**config.mk**
```make
export PLATFORM = sky130hd
export DESIGN_NAME = mask_word_writer_flat
export DESIGN_NICKNAME = d
export VERILOG_FILES = /design/src/rtl/mask_pkg.sv /design/src/rtl/mask_word_writer_if.sv /design/src/rtl/mask_word_fifo.sv /design/src/rtl/mask_word_writer.sv /design/src/flat_wrapper.sv
export SDC_FILE = /design/constraint.sdc
export NUM_CORES = 1
export LEC_CHECK = 0
export CORE_MARGIN = 1
export CORE_UTILIZATION = 67
export CTS_BUF_LIST = sky130_fd_sc_hd__clkbuf_2 sky130_fd_sc_hd__clkbuf_4 sky130_fd_sc_hd__clkbuf_8
export DETAILED_ROUTE_END_ITERATION = 10
export DONT_BUFFER_PORTS = 1
export PLACE_DENSITY = 0.84
export SYNTH_ARGS = -nofsm -noshare
export SYNTH_HDL_FRONTEND = slang
export SYNTH_HIERARCHICAL = 1
export SYNTH_SLANG_ARGS = --single-unit
```
**constraint.sdc**
```tcl
create_clock -name clk_25 -period 14.65 [get_ports clk_25]
set_input_delay 0.7325 -clock clk_25 [delete_from_list [all_inputs] [get_ports clk_25]]
set_output_delay 0.7325 -clock clk_25 [all_outputs]
set_load 0.01 [all_outputs]
```
**src/rtl/mask_pkg.sv**
```systemverilog
// Shared constants and the packed-word FIFO entry type for the mask word writer.
// Defaults describe a 640x480 frame packed 16 mask bits per word.
package mask_pkg;

   localparam int H_ACTIVE_DEF   = 640;
   localparam int V_ACTIVE_DEF   = 480;
   localparam int FIFO_DEPTH_DEF = 4;
   localparam int MASK_ADDR_W    = 15;

   function automatic int last_word_addr(input int h_active, input int v_active);
      return h_active * v_active / 16 - 1;
   endfunction

   localparam int WORDS_PER_LINE = H_ACTIVE_DEF / 16;
   localparam int LAST_WORD_ADDR = last_word_addr(H_ACTIVE_DEF, V_ACTIVE_DEF);

   typedef struct packed {
      logic [MASK_ADDR_W-1:0] addr;
      logic [15:0]            data;
   } fifo_entry_t;

endpackage

```
**src/rtl/mask_word_writer_if.sv**
```systemverilog
// Pixel stream from the mask generator plus the req/ack word-write port to memory.
// master = stream source / memory side, slave = the writer.
interface mask_word_writer_if #(
   parameter int ADDR_W = mask_pkg::MASK_ADDR_W
) ();

   logic              valid;
   logic              mask;
   logic [9:0]        mask_x;
   logic [9:0]        mask_y;
   logic              wr_req;
   logic [ADDR_W-1:0] wr_addr;
   logic [15:0]       wr_data;
   logic              wr_ack;

   modport master (
      output valid, mask, mask_x, mask_y, wr_ack,
      input  wr_req, wr_addr, wr_data
   );

   modport slave (
      input  valid, mask, mask_x, mask_y, wr_ack,
      output wr_req, wr_addr, wr_data
   );

endinterface

```
**src/rtl/mask_word_fifo.sv**
```systemverilog
// Small synchronous FIFO of packed words; the head is read combinationally from storage.
// DEPTH must be a power of two, at least 2.
module mask_word_fifo #(
   parameter int DEPTH = 4,
   parameter int WIDTH = 31
) (
   input  logic             clk_i,
   input  logic             rst_ni,
   input  logic             push_i,
   input  logic             pop_i,
   input  logic [WIDTH-1:0] din_i,
   output logic             full_o,
   output logic             empty_o,
   output logic [WIDTH-1:0] head_o
);

   localparam int PTR_W = $clog2(DEPTH);

   logic [PTR_W:0]   wr_ptr_q, wr_ptr_d;
   logic [PTR_W:0]   rd_ptr_q, rd_ptr_d;
   logic [WIDTH-1:0] mem_q [DEPTH];
   logic             do_push, do_pop;

   // Extra pointer bit separates full from empty when the indices match.
   assign empty_o = (wr_ptr_q == rd_ptr_q);
   assign full_o  = (wr_ptr_q[PTR_W] != rd_ptr_q[PTR_W]) &&
                    (wr_ptr_q[PTR_W-1:0] == rd_ptr_q[PTR_W-1:0]);

   assign do_pop  = pop_i && !empty_o;
   assign do_push = push_i && (!full_o || do_pop);

   assign wr_ptr_d = wr_ptr_q + {{PTR_W{1'b0}}, do_push};
   assign rd_ptr_d = rd_ptr_q + {{PTR_W{1'b0}}, do_pop};

   always_ff @(posedge clk_i or negedge rst_ni) begin
      if (!rst_ni) begin
         wr_ptr_q <= '0;
         rd_ptr_q <= '0;
      end else begin
         wr_ptr_q <= wr_ptr_d;
         rd_ptr_q <= rd_ptr_d;
      end
   end

   always_ff @(posedge clk_i) begin
      if (do_push) begin
         mem_q[wr_ptr_q[PTR_W-1:0]] <= din_i;
      end
   end

   assign head_o = mem_q[rd_ptr_q[PTR_W-1:0]];

endmodule

```
**src/rtl/mask_word_writer.sv**
```systemverilog
// Packs the mask pixel stream into 16-bit words and writes them to frame memory via req/ack.
// Define MASK_WRITER_STATS_EN to count foreground pixels per frame on fg_count.
module mask_word_writer
   import mask_pkg::*;
#(
   parameter int H_ACTIVE   = H_ACTIVE_DEF,
   parameter int V_ACTIVE   = V_ACTIVE_DEF,
   parameter int FIFO_DEPTH = FIFO_DEPTH_DEF,
   parameter int ADDR_W     = MASK_ADDR_W
) (
   input  logic              clk_25,
   input  logic              rst_n,
   mask_word_writer_if.slave bus,
   output logic              overflow,
   output logic              frame_done,
   output logic [18:0]       fg_count
);

   typedef struct packed {
      logic [ADDR_W-1:0] addr;
      logic [15:0]       data;
   } entry_t;

   localparam int                LINE_WORDS = H_ACTIVE / 16;
   localparam logic [ADDR_W-1:0] LAST_ADDR  = ADDR_W'(last_word_addr(H_ACTIVE, V_ACTIVE));

   logic              open_q, open_d;
   logic [ADDR_W-1:0] word_addr_q, word_addr_d;
   logic [15:0]       word_data_q, word_data_d;
   logic              pend_q, pend_d;
   entry_t            pend_entry_q, pend_entry_d;
   logic              overflow_q, overflow_d;
   logic              frame_done_q, frame_done_d;

   logic              accept, frame_start, closes, same_word;
   logic [ADDR_W-1:0] pix_addr;
   logic [3:0]        bit_idx;
   logic [15:0]       new_data;

   logic              emit_a_valid, emit_b_valid, lost_word;
   entry_t            emit_a, emit_b;

   logic              fifo_push, fifo_pop, fifo_full, fifo_empty;
   entry_t            push_entry, fifo_head;

   assign accept      = bus.valid && (32'(bus.mask_x) < H_ACTIVE) && (32'(bus.mask_y) < V_ACTIVE);
   assign frame_start = accept && (bus.mask_x == '0) && (bus.mask_y == '0);
   assign bit_idx     = bus.mask_x[3:0];
   assign pix_addr    = ADDR_W'(bus.mask_y) * ADDR_W'(LINE_WORDS) + ADDR_W'(bus.mask_x[9:4]);
   assign closes      = (bit_idx == 4'hF) || (32'(bus.mask_x) == H_ACTIVE - 1);
   assign same_word   = open_q && (word_addr_q == pix_addr);

   always_comb begin
      new_data          = same_word ? word_data_q : 16'hFFFF;
      new_data[bit_idx] = bus.mask;
   end

   // Up to two words leave the open register per pixel: a flushed old word, then the new one.
   always_comb begin
      open_d       = open_q;
      word_addr_d  = word_addr_q;
      word_data_d  = word_data_q;
      emit_a_valid = 1'b0;
      emit_a       = '0;
      emit_b_valid = 1'b0;
      emit_b       = '0;
      if (accept) begin
         if (open_q && !same_word) begin
            emit_a_valid = 1'b1;
            emit_a       = '{addr: word_addr_q, data: word_data_q};
         end
         if (closes) begin
            if (emit_a_valid) begin
               emit_b_valid = 1'b1;
               emit_b       = '{addr: pix_addr, data: new_data};
            end else begin
               emit_a_valid = 1'b1;
               emit_a       = '{addr: pix_addr, data: new_data};
            end
            open_d      = 1'b0;
            word_data_d = 16'hFFFF;
         end else begin
            open_d      = 1'b1;
            word_addr_d = pix_addr;
            word_data_d = new_data;
         end
      end
   end

   // A parked word owns the FIFO write port; a second word that cannot be parked is dropped.
   always_comb begin
      fifo_push    = 1'b0;
      push_entry   = emit_a;
      pend_d       = 1'b0;
      pend_entry_d = pend_entry_q;
      lost_word    = 1'b0;
      if (pend_q) begin
         fifo_push  = 1'b1;
         push_entry = pend_entry_q;
         pend_d     = emit_a_valid;
         if (emit_a_valid) begin
            pend_entry_d = emit_a;
         end
         lost_word  = emit_b_valid;
      end else begin
         fifo_push  = emit_a_valid;
         push_entry = emit_a;
         pend_d     = emit_b_valid;
         if (emit_b_valid) begin
            pend_entry_d = emit_b;
         end
      end
   end

   assign fifo_pop = !fifo_empty && bus.wr_ack;

   always_comb begin
      overflow_d = overflow_q;
      if (frame_start) begin
         overflow_d = 1'b0;
      end
      if ((fifo_push && fifo_full && !fifo_pop) || lost_word) begin
         overflow_d = 1'b1;
      end
      frame_done_d = fifo_pop && (fifo_head.addr == LAST_ADDR);
   end

   always_ff @(posedge clk_25 or negedge rst_n) begin
      if (!rst_n) begin
         open_q       <= 1'b0;
         word_addr_q  <= '0;
         word_data_q  <= 16'hFFFF;
         pend_q       <= 1'b0;
         pend_entry_q <= '0;
         overflow_q   <= 1'b0;
         frame_done_q <= 1'b0;
      end else begin
         open_q       <= open_d;
         word_addr_q  <= word_addr_d;
         word_data_q  <= word_data_d;
         pend_q       <= pend_d;
         pend_entry_q <= pend_entry_d;
         overflow_q   <= overflow_d;
         frame_done_q <= frame_done_d;
      end
   end

   mask_word_fifo #(
      .DEPTH (FIFO_DEPTH),
      .WIDTH (ADDR_W + 16)
   ) u_fifo (
      .clk_i   (clk_25),
      .rst_ni  (rst_n),
      .push_i  (fifo_push),
      .pop_i   (fifo_pop),
      .din_i   (push_entry),
      .full_o  (fifo_full),
      .empty_o (fifo_empty),
      .head_o  (fifo_head)
   );

   assign bus.wr_req  = !fifo_empty;
   assign bus.wr_addr = fifo_empty ? '0 : fifo_head.addr;
   assign bus.wr_data = fifo_empty ? 16'hFFFF : fifo_head.data;
   assign overflow    = overflow_q;
   assign frame_done  = frame_done_q;

`ifdef MASK_WRITER_STATS_EN
   logic [18:0] fg_cnt_q, fg_cnt_d;
   logic [18:0] fg_count_q, fg_count_d;

   // The frame-start pixel itself is counted after the clear.
   always_comb begin
      fg_cnt_d = fg_cnt_q;
      if (frame_start) begin
         fg_cnt_d = {18'd0, !bus.mask};
      end else if (accept && !bus.mask && (fg_cnt_q != '1)) begin
         fg_cnt_d = fg_cnt_q + 19'd1;
      end
      fg_count_d = frame_done_d ? fg_cnt_q : fg_count_q;
   end

   always_ff @(posedge clk_25 or negedge rst_n) begin
      if (!rst_n) begin
         fg_cnt_q   <= '0;
         fg_count_q <= '0;
      end else begin
         fg_cnt_q   <= fg_cnt_d;
         fg_count_q <= fg_count_d;
      end
   end

   assign fg_count = fg_count_q;
`else
   assign fg_count = '0;
`endif

endmodule

```
**src/flat_wrapper.sv**
```systemverilog
// flat-port wrapper written by rule: the top's interface ports become plain ports
module mask_word_writer_flat import mask_pkg::*;
#(
   parameter int H_ACTIVE   = H_ACTIVE_DEF,
   parameter int V_ACTIVE   = V_ACTIVE_DEF,
   parameter int FIFO_DEPTH = FIFO_DEPTH_DEF,
   parameter int ADDR_W     = MASK_ADDR_W
)
  (clk_25, rst_n, overflow, frame_done, fg_count, bus_valid, bus_mask, bus_mask_x, bus_mask_y, bus_wr_ack, bus_wr_req, bus_wr_addr, bus_wr_data);
  mask_word_writer_if #(.ADDR_W(ADDR_W)) bus_i ();
  input  logic clk_25;
  input  logic rst_n;
  output logic overflow;
  output logic frame_done;
  output logic [18:0] fg_count;
  input wire logic [$bits(bus_i.valid)-1:0] bus_valid;
  input wire logic [$bits(bus_i.mask)-1:0] bus_mask;
  input wire logic [$bits(bus_i.mask_x)-1:0] bus_mask_x;
  input wire logic [$bits(bus_i.mask_y)-1:0] bus_mask_y;
  input wire logic [$bits(bus_i.wr_ack)-1:0] bus_wr_ack;
  output wire logic [$bits(bus_i.wr_req)-1:0] bus_wr_req;
  output wire logic [$bits(bus_i.wr_addr)-1:0] bus_wr_addr;
  output wire logic [$bits(bus_i.wr_data)-1:0] bus_wr_data;
  assign bus_i.valid = bus_valid;
  assign bus_i.mask = bus_mask;
  assign bus_i.mask_x = bus_mask_x;
  assign bus_i.mask_y = bus_mask_y;
  assign bus_i.wr_ack = bus_wr_ack;
  assign bus_wr_req = bus_i.wr_req;
  assign bus_wr_addr = bus_i.wr_addr;
  assign bus_wr_data = bus_i.wr_data;
  mask_word_writer #(.H_ACTIVE(H_ACTIVE), .V_ACTIVE(V_ACTIVE), .FIFO_DEPTH(FIFO_DEPTH), .ADDR_W(ADDR_W)) u_core (.clk_25(clk_25), .rst_n(rst_n), .bus(bus_i), .overflow(overflow), .frame_done(frame_done), .fg_count(fg_count));
endmodule
```
# After elaboration in Yosys (flattened, before gate mapping)
# Memories as Yosys holds them, arrays and structs flattened.
# Index checks and enable logic that the tools add are counted.
# op_classes
n_reduce_logical	27
mul	1
n_lt_le_gt_ge	4
addsub	3
eq_ne	8
n_mux	33
bitwise_logic	1
# ops
op	count
$mux W31	11
$mux W16	3
$logic_not A10 Y1	2
$bwmux W16	1
$mux W1	16
$add A15 B6 Y15	1
$eq A15 B15 Y1	1
$eq A15 B15 Y1 const B	1
$mux W15	1
$logic_and A1 B1 Y1	14
$mul A10 B3 Y12 const B	1
$eq A10 B10 Y1 const B	1
$lt A10 B10 Y1 const B	1
$lt A10 B9 Y1 const B	1
$add A3 B1 Y3	2
$lt A4 B5 Y1 const B	1
$demux W1 S4	1
$eq A4 B4 Y1 const B	1
$ge A4 B1 Y1 const B	1
$logic_not A1 Y1	4
$reduce_and A2 Y1	2
$reduce_bool A2 Y1	2
$eq A3 B3 Y1	1
$logic_or A1 B1 Y1	3
other kinds (4)	4
# totals
memories	1
ram_bits	124
ff_bits	72
output_inout_bits	53
inputBits	25
wordCells	88
# memory_table
name	words	word_bits	read_ports	rd_ports_with_merged_regs	wr	line	rtl
u_core.u_fifo.mem_q	4	31	1	0	1	mask_word_fifo.sv:21	logic [WIDTH-1:0] mem_q [DEPTH];

# Logic depth before layout (Yosys ltp)
# Gate-level depths: netlist (run 1).
# depth
word_depth	15
mapped_depth	20
depth_no_buf	18

# Hierarchy
# The synthesis (run 1) kept the hierarchy.
# by_module_without_submodules
module	area_each_um2	seq_area_each_um2	n_inst	cells_each
mask_word_writer	5181.2	1671.6	1	595
mask_word_fifo	4829.6	3873.7	1	188

# Worst setup path after synthesis (run 1)
# No wires, ideal clock.
# synth_timing
kind	input to register
from	in bus_mask_y[1]
to	mem u_core.u_fifo.mem_q[2][0], enable pin
required_time_ns	14.186
arrival_time_ns	6.443
setup_time_ns	0.464
path_slack_ns	7.743
path_buffers	2
stages	17
cell_sequence	ha_1 > ha_1 > fa_1 > a211oi_1 > o22ai_1 > nor4b_4 > nand2_2 > a221oi_1 > nor4_2 > and3_1 > buf_4 > nor2_4 > o21ai_2 > buf_2 > nand2_1 > o41ai_4 > nor3b_1
# synth_between
elab_chain_len	14
word_cells_on_any_way	16
cone_classes	add/sub (1); mul (1); order compare (1); eq/ne (1); mux (7); reduce/logical (5)
# synth_lines
item	line	rtl
start: declaration	flat_wrapper.sv:19	input wire logic [$bits(bus_i.mask_y)-1:0] bus_mask_y;
$mul A10 B3 Y12	mask_word_writer.sv:49	assign pix_addr = ADDR_W'(bus.mask_y) * ADDR_W'(LINE_WORDS) + ADDR_W'(bus.mask_x[9:4]);
$add A15 B6 Y15	mask_word_writer.sv:49	
$eq A15 B15 Y1	mask_word_writer.sv:51	assign same_word = open_q && (word_addr_q == pix_addr);
$logic_and A1 B1 Y1	mask_word_writer.sv:51	
$logic_not A1 Y1	mask_word_writer.sv:68	if (open_q && !same_word) begin
$logic_and A1 B1 Y1	mask_word_writer.sv:68	
$mux W1	mask_word_writer.sv:68	
$mux W1	mask_word_writer.sv:67	if (accept) begin
$mux W1	mask_word_writer.sv:72	if (closes) begin
$mux W1 (*)	mask_word_writer.sv:67	
$mux W1 (*)	mask_word_writer.sv:97	if (pend_q) begin
net u_core.fifo_push	mask_word_writer.sv:43	logic fifo_push, fifo_pop, fifo_full, fifo_empty;
$logic_and A1 B1 Y1 (*)	mask_word_fifo.sv:30	assign do_push = push_i && (!full_o || do_pop);
$mux W1 (*)	mask_word_fifo.sv:46	if (do_push) begin
$mux W1 (implied by the code) (*)	mask_word_fifo.sv:47	mem_q[wr_ptr_q[PTR_W-1:0]] <= din_i;
end: declaration	mask_word_fifo.sv:21	
# Mark *: on every way through the listed nets, which the timed path passes. The rest lies on a longest branch. The select of a mux whose other input is x is not followed.

# Final worst setup path (run 1)
# layout_timing
from	in bus_mask_y[1]
to	mem u_core.u_fifo.mem_q[2][23], enable pin
# The elaborated chain is that of the path after synthesis.

==> results of run 1 <==
==> cell families (layout without fill, tap and decap cells) <==
kind of cell             after synthesis  after routing  share of synthesized area (%)
AO/OA/AOI/OAI                        202            202                          14.55
XOR/XNOR                              29             29                          3.037
adder cells (fa/ha/maj)               25             25                          3.275
buffers and inverters                 71             49                          4.125
flip-flops                           196            196                          55.39
multiplexers                          40             40                          7.949
other                                  1             19                        0.03746
AND/OR/NAND/NOR                      219            219                          11.64
==> power by group through the flow <==
stage | combinational (uW) | sequential (uW) | clock (uW)
2_1_floorplan | 439 | 708 | 0
3_3_place_gp | 495 | 716 | 0
3_5_place_dp | 512 | 723 | 0
4_1_cts | 517 | 711 | 378
5_1_grt | 556 | 720 | 399
6_report | 514 | 713 | 373
==> cells in the final DEF (no fill, tap or decap), types with 9 or more instances in the layout <==
| cell | n |
|---|---|
| nand2_1 | 68 |
| ha_1 | 23 |
| o22a_1 | 15 |
| a21oi_1 | 16 |
| conb_1 | 19 |
| edfxtp_1 | 124 |
| or2_2 | 19 |
| dfstp_2 | 16 |
| a211oi_1 | 9 |
| nor2_1 | 40 |
| mux4_2 | 31 |
| xnor2_1 | 13 |
| o22ai_1 | 16 |
| o21ai_0 | 60 |
| nand3_1 | 10 |
| xor2_1 | 11 |
| nor2b_1 | 24 |
| dfrtp_1 | 55 |
| clkbuf_8 | 18 |
==> routing by layer <==
| metal | vias up | share of wire, % | global-route usage, % |
|---|---|---|---|
| met5 | - | 0 | 0 |
| met4 | 0 | 1.8 | 7.867 |
| met3 | 39 | 7.2 | 4.655 |
| met2 | 360 | 51 | 46.12 |
| met1 | 3256 | 40 | 37.94 |
| li1 | 2933 | - | - |
==> worst min path at each step <==
stage               slack, ns                                  end  cells after the start
floorplan                0.44          u_core/frame_done$_DFF_PN0_                      0
global placement         0.44  u_core/u_fifo/rd_ptr_q[2]$_DFF_PN0_                      0
detailed placement       0.44  u_core/u_fifo/rd_ptr_q[2]$_DFF_PN0_                      0
CTS                      0.09    u_core/word_data_q[0]$_DFFE_PN1P_                      0
global route             0.08    u_core/word_data_q[8]$_DFFE_PN1P_                      0
finish                   0.12   u_core/word_data_q[13]$_DFFE_PN1P_                      0
==> worst max-delay path: cells and delay by family <==
family          cells  cell delay [ns]
compound gates      5             1.33
fa+ha+maj           3             1.02
buf+inv             1             0.44
simple gates        7             2.09
==> layout make-up <==
type,instances,area (um2),share of cell area (%)
Timing Repair Buffer,9,87.58,0.8358
Multi-Input combinational cell,534,4143,39.53
Sequential cell,196,5547,52.93
Clock buffer,18,247.7,2.364
Inverter,8,30.03,0.2866
Tap cell,184,230.2,2.197
Clock inverter,14,193.9,1.851
==> what timing repair did <==
action / in CTS / in global routing
hold buffers: 1 / 0
hold endpoints to repair: 56 / 0
setup endpoints to repair: 0 / 0
==> stage by stage <==
stage / setup slack, ns / instances
after floorplan: 7.743 / 801
after global placement: 8.952 / 930
after detailed placement: 8.680 / 930
after CTS: 9.157 / 963
after global routing: 8.794 / 963
final: 9.107 / 963
==> sequential cells by signal (all words and copies together) (netlist names) <==
signal	cells
u_core/u_fifo/wr_ptr_q	3
u_core/frame_done	1
u_core/u_fifo/rd_ptr_q	3
u_core/overflow	1
u_core/open_q	1
u_core/word_data_q	16
u_core/word_addr_q	15
u_core/pend_entry_q	31
u_core/pend_q	1
u_core/u_fifo/mem_q	124
==> reports/results.ini, run 1 <==
[status]
outcome=finished clean

[worst_setup_path]
required_ns=14.77
r2r_slack_ns=10.52
end_kind=flop
worst_path_most_repeated_cell=ha_1
worstSetupStartpoint=bus_mask_y[1]
cpPeakStageDelay_ns=0.63
crit_path_start_kind=input port
rr_startpoint=u_core/word_addr_q[9]$_DFFE_PN0P_
worstRegToRegCells=12
critPathCapture=u_core/u_fifo/mem_q[2][23]$_DFFE_PP_
critPathKind=in2reg
path_cells=ha_1, ha_1, fa_1, a211oi_1, o22ai_1, nor4b_4, nand2_2, a221oi_1, nor4_2, and3_1, nor2_4, o21ai_2, nand2_1, o41ai_4, nor3b_2, buf_4
slowest_stage=nor3b_2
cp.arrival_ns=5.66
critPathMaxFanout=23
timing.rr.end=u_core/u_fifo/mem_q[3][22]$_DFFE_PP_

[flow_run]
cap_violations=0

[clock_tree]
post_cts_buffers=0
root_buffer=clkbuf_8
cts.repair.resized=0
numCtsBuffers=17
clock_latency_ns=0.46
cts_tree=built
cts_num_sinks=196
clock_path_buffers=2
htree_levels=4
clkTransAtPathRegs_ns=0.09

[place]
placed_cell_area_um2=10010
dp_hpwl_um=14320
io_buffers=0
gp_congestion=0.8741

[route]
viasPerCell=6.841
drcViolationCount=0
dr.pass1.iters=6
antenna_left=0
dr.first_iter.drc_count=869
wl_per_cell_um=21.57
via_count=6588
postRouteWirelength_um=20780

[synth]
yosys_warnings=6
synth_edf_count=124
ys_seq_area_share_pct=55.39
syn_area_um2=10010
yosys-top-cells-area=edfxtp_1 37%, dfrtp_1 14%, mux4_2 7.0%, dfstp_2 4.2%, o21ai_0 3.0%
synthTopCellsByCount=124 x edfxtp_1, 68 x nand2_1, 60 x o21ai_0, 56 x dfrtp_1, 41 x nor2_1
synth_top_cell_by_area=edfxtp_1
syn_inst=783
syn_area_per_cell_um2=12.79
ys_async_sr_fraction_pct=36.73
synthFlopType=edfxtp_1
yosysUniqueCellTypes=85
ys_ff_latch=196
netlist.area_leader.share_pct=37.20
yosys.cell_count.top_type=edfxtp_1

[floorplanning]
initial_utilization_pct=68.88
die_h_um=124.2
fp.dieW_um=124.2
die_area_um2=15430
pin_count=78
core_um2=14530
num_rows=44

[layout]
fin_nets=816
drive_gt1_share_pct=18.36
diodes=0
utilization_pct=72.10
fillerInstances=908
area_delta_synth_final_pct=4.674
design_area_um2=10480

[timing]
max_freq_mhz=180.4
worstMarginPinSlew_ns=0.9926
hold-worst-slack_ns=0.1208
setup_tns_ns=0
slew_violations=0
grt_setup_unrepaired=no
final_hold_viol_count=0
period_minus_slack_ns=5.543
fin_skew_ns=0.01940
setup_violations=0
slew_headroom_pct=33.63
min_period_over_period_pct=37.84

[pwr]
power_density_nw_per_um2=152.6
pwr-share-seq_pct=44.6
switchingPower_uw=521.8
irDropWorstVdd_mv=0.09961
switching_share_pct=32.63
power_leakage_uw=0.003773
clockPowerShare_pct=23.3
pwr-share-comb_pct=32.1
p_int_uw=1078
power.total_uw=1599

[grt]
grt_pass1_wl_um=33310
grt_usage_pct=27.73
overflow=0
grt_max_degree=57
antenna_found_initial=0
grt_pass1_vias=6302

[hold_path]
hold_class=in2async

Power figures use the tool's default switching activity.
==> run 2: changes to the inputs <==
ABC_AREA = 1   (was not set)
CORE_UTILIZATION = 66   (was 67)
PLACE_DENSITY = 0.83   (was 0.84)
clock period = 5.55 ns   (was 14.65 ns; I/O delays follow)
==> run 2 against run 1 <==
Net effect:
- cell area rose by 5.4%
- highest routed layer unchanged
- critical endpoint is now u_core/pend_entry_q[2]$_DFFE_PN0P_
- clock-buffer cell count did not move
- power rose to 2.6 times the previous value
- combinational power rose to 2.8 times the previous value
- largest cell class unchanged
==> reports/results.ini, run 2 <==
[status]
outcome=finished clean

[route]
antenna_left=0
wl_per_cell_um=16.31
dr.pass1.iters=5
drcViolationCount=0
viasPerCell=5.823
dr.first_iter.drc_count=925
postRouteWirelength_um=23480
via_count=8379

[worst_setup_path]
required_ns=5.86
path_cells=ha_1, ha_1, fa_1, nand2_1, inv_1, nand2_1, nor2_2, nand3_2, nor2_2, nand3_1, nand2_1, nand2_2, nand2_2, nand2_4, nand3_4, nand3_4, nand2_1, nand2_1, nand3_1, nand3_1
critPathMaxFanout=32
worst_path_most_repeated_cell=nand2_1
critPathKind=in2reg
end_kind=flop
worstSetupStartpoint=bus_mask_y[1]
rr_startpoint=u_core/word_addr_q[0]$_DFFE_PN0P_
cpPeakStageDelay_ns=0.78
cp.depth=20
crit_path_start_kind=input port
cp.arrival_ns=4.36
crit_buf_inv=1
r2r_slack_ns=2.30
slowest_stage=nand2_1
critPathCapture=u_core/pend_entry_q[2]$_DFFE_PN0P_
timing.rr.end=u_core/pend_entry_q[8]$_DFFE_PN0P_
worstRegToRegCells=17
path_delay_family=simple AND/OR/NAND/NOR gates

[grt]
grt_max_degree=73
grt_usage_pct=29.63
grt_pass1_vias=7450
antenna_found_initial=0
grt_pass1_wl_um=37560
overflow=0

[synth]
ys_async_sr_fraction_pct=36.73
ys_ff_latch=196
syn_inst=1234
yosysUniqueCellTypes=43
yosys.cell_count.top_type=nand2_1
yosys_warnings=6
synth_edf_count=124
synthFlopType=edfxtp_1
synth_top_cell_by_area=edfxtp_1
yosys-top-cells-area=edfxtp_1 35%, dfrtp_1 13%, nand2_1 10%, nand3_1 7.3%, nor2_1 5.9%
syn_area_um2=10620
syn_area_per_cell_um2=8.607
netlist.area_leader.share_pct=35.06
synthTopCellsByCount=285 x nand2_1, 168 x nor2_1, 154 x nand3_1, 124 x edfxtp_1, 84 x inv_1
ys_seq_area_share_pct=52.21

[timing]
worstMarginPinSlew_ns=1.219
grt_setup_unrepaired=no
period_minus_slack_ns=4.050
fin_skew_ns=0.01029
final_hold_viol_count=0
slew_headroom_pct=18.53
slew_violations=0
max_freq_mhz=246.9
min_period_over_period_pct=72.98
setup_tns_ns=0
setup_violations=0

[clock_tree]
numCtsBuffers=17
cts.repair.resized=0
htree_levels=4
cts_tree=built
root_buffer=clkbuf_8
cts_num_sinks=196
clock_path_buffers=2
clock_latency_ns=0.47
clkTransAtPathRegs_ns=0.09

[layout]
drive_gt1_share_pct=8.258
largest_register_ffs=124
final_common_cell=nand2_1
fin_nets=1260
area_delta_synth_final_pct=3.981
layout_common_cells=285 x nand2_1, 162 x nor2_1, 154 x nand3_1
design_area_um2=11040
diodes=0

[floorplanning]
pin_count=78
initial_utilization_pct=67.35
num_rows=46
core_um2=15770
die_h_um=128.9
fp.dieW_um=128.9
die_area_um2=16600

[flow_run]
cap_violations=0

[place]
io_buffers=0
gp_congestion=0.8548
dp_hpwl_um=15740
placed_cell_area_um2=10610

[pwr]
irDropWorstVdd_mv=0.1593
power_density_nw_per_um2=374.3
power_leakage_uw=0.004845

[hold_path]
hold_class=in2reg

## run 2: worst min-delay path by stage
| stage | startpoint | endpoint | slack (ns) | depth (start not counted) |
|---|---|---|---|---|
| 2_1_floorplan | rst_n | u_core/frame_done$_DFF_PN0_ | -0.02 | 0 |
| 3_3_place_gp | rst_n | u_core/pend_entry_q[9]$_DFFE_PN0P_ | -0.01 | 0 |
| 3_5_place_dp | rst_n | u_core/pend_entry_q[5]$_DFFE_PN0P_ | -0.01 | 0 |
| 4_1_cts | bus_mask_x[6] | u_core/pend_entry_q[18]$_DFFE_PN0P_ | 0.04 | 4 |
| 5_1_grt | bus_mask | u_core/pend_entry_q[15]$_DFFE_PN0P_ | 0.05 | 4 |
| 6_report | bus_mask_x[6] | u_core/pend_entry_q[18]$_DFFE_PN0P_ | 0.06 | 4 |
## run 2: metrics by stage
stage	hold WS, ns	utilization (%)	total power (uW)	setup slack, ns	instances
2_1_floorplan	-0.01809	-	3013	1.122	1252
3_3_place_gp	-0.01204	67.26	3226	1.267	1402
3_5_place_dp	-0.01227	67.26	3273	1.089	1402
4_1_cts	0.04383	70.03	4145	1.593	1439
5_1_grt	0.04783	70.03	4411	1.218	1439
6_report	0.05572	70.03	4134	1.500	1439
## run 2: cells by family (layout without fill, tap and decap cells)
group           count (synthesis)  count (layout)  synth area share (%)
flops                         196             196                 52.21
fa+ha+maj                      25              25                 3.086
simple gates                  676             676                 27.65
compound gates                164             164                 9.012
xor+xnor                        6               6                0.5656
other cells                     1              19               0.03531
buf+inv                       166             137                 7.445
## run 2: repair_timing
item | CTS | global route
hold endpoints to repair | 75 | 0
hold buffers | 5 | 0
setup buffers | 0 | 0
## run 2: power breakdown
group | internal (uW) | switching [uW]
Clock | 365 | 504
Combinational | 450 | 1010
Sequential | 1710 | 99.8
## run 2: area by class of cell
class | instances | area [um2]
Tap cell | 216 | 270.3
Fill cell | 1252 | 4726
Sequential cell | 196 | 5547
Timing Repair Buffer | 17 | 157.7
Clock buffer | 18 | 241.5
Clock inverter | 14 | 127.6
Inverter | 88 | 332.8
Multi-Input combinational cell | 890 | 4368
## run 2: tightest hold or removal path: stages
cell and delay [ns]:
nand2_1 0.05, nor2_1 0.04, nand3_1 0.05, nand3_1 0.07
## run 2: routing by layer
layer	vias to the layer above	track usage (%)	part of all wire, %
li1	4119	-	-
met1	3930	41.96	45
met2	308	47.25	48
met3	22	5.198	6.3
met4	0	8.581	1.2
met5	-	0	0
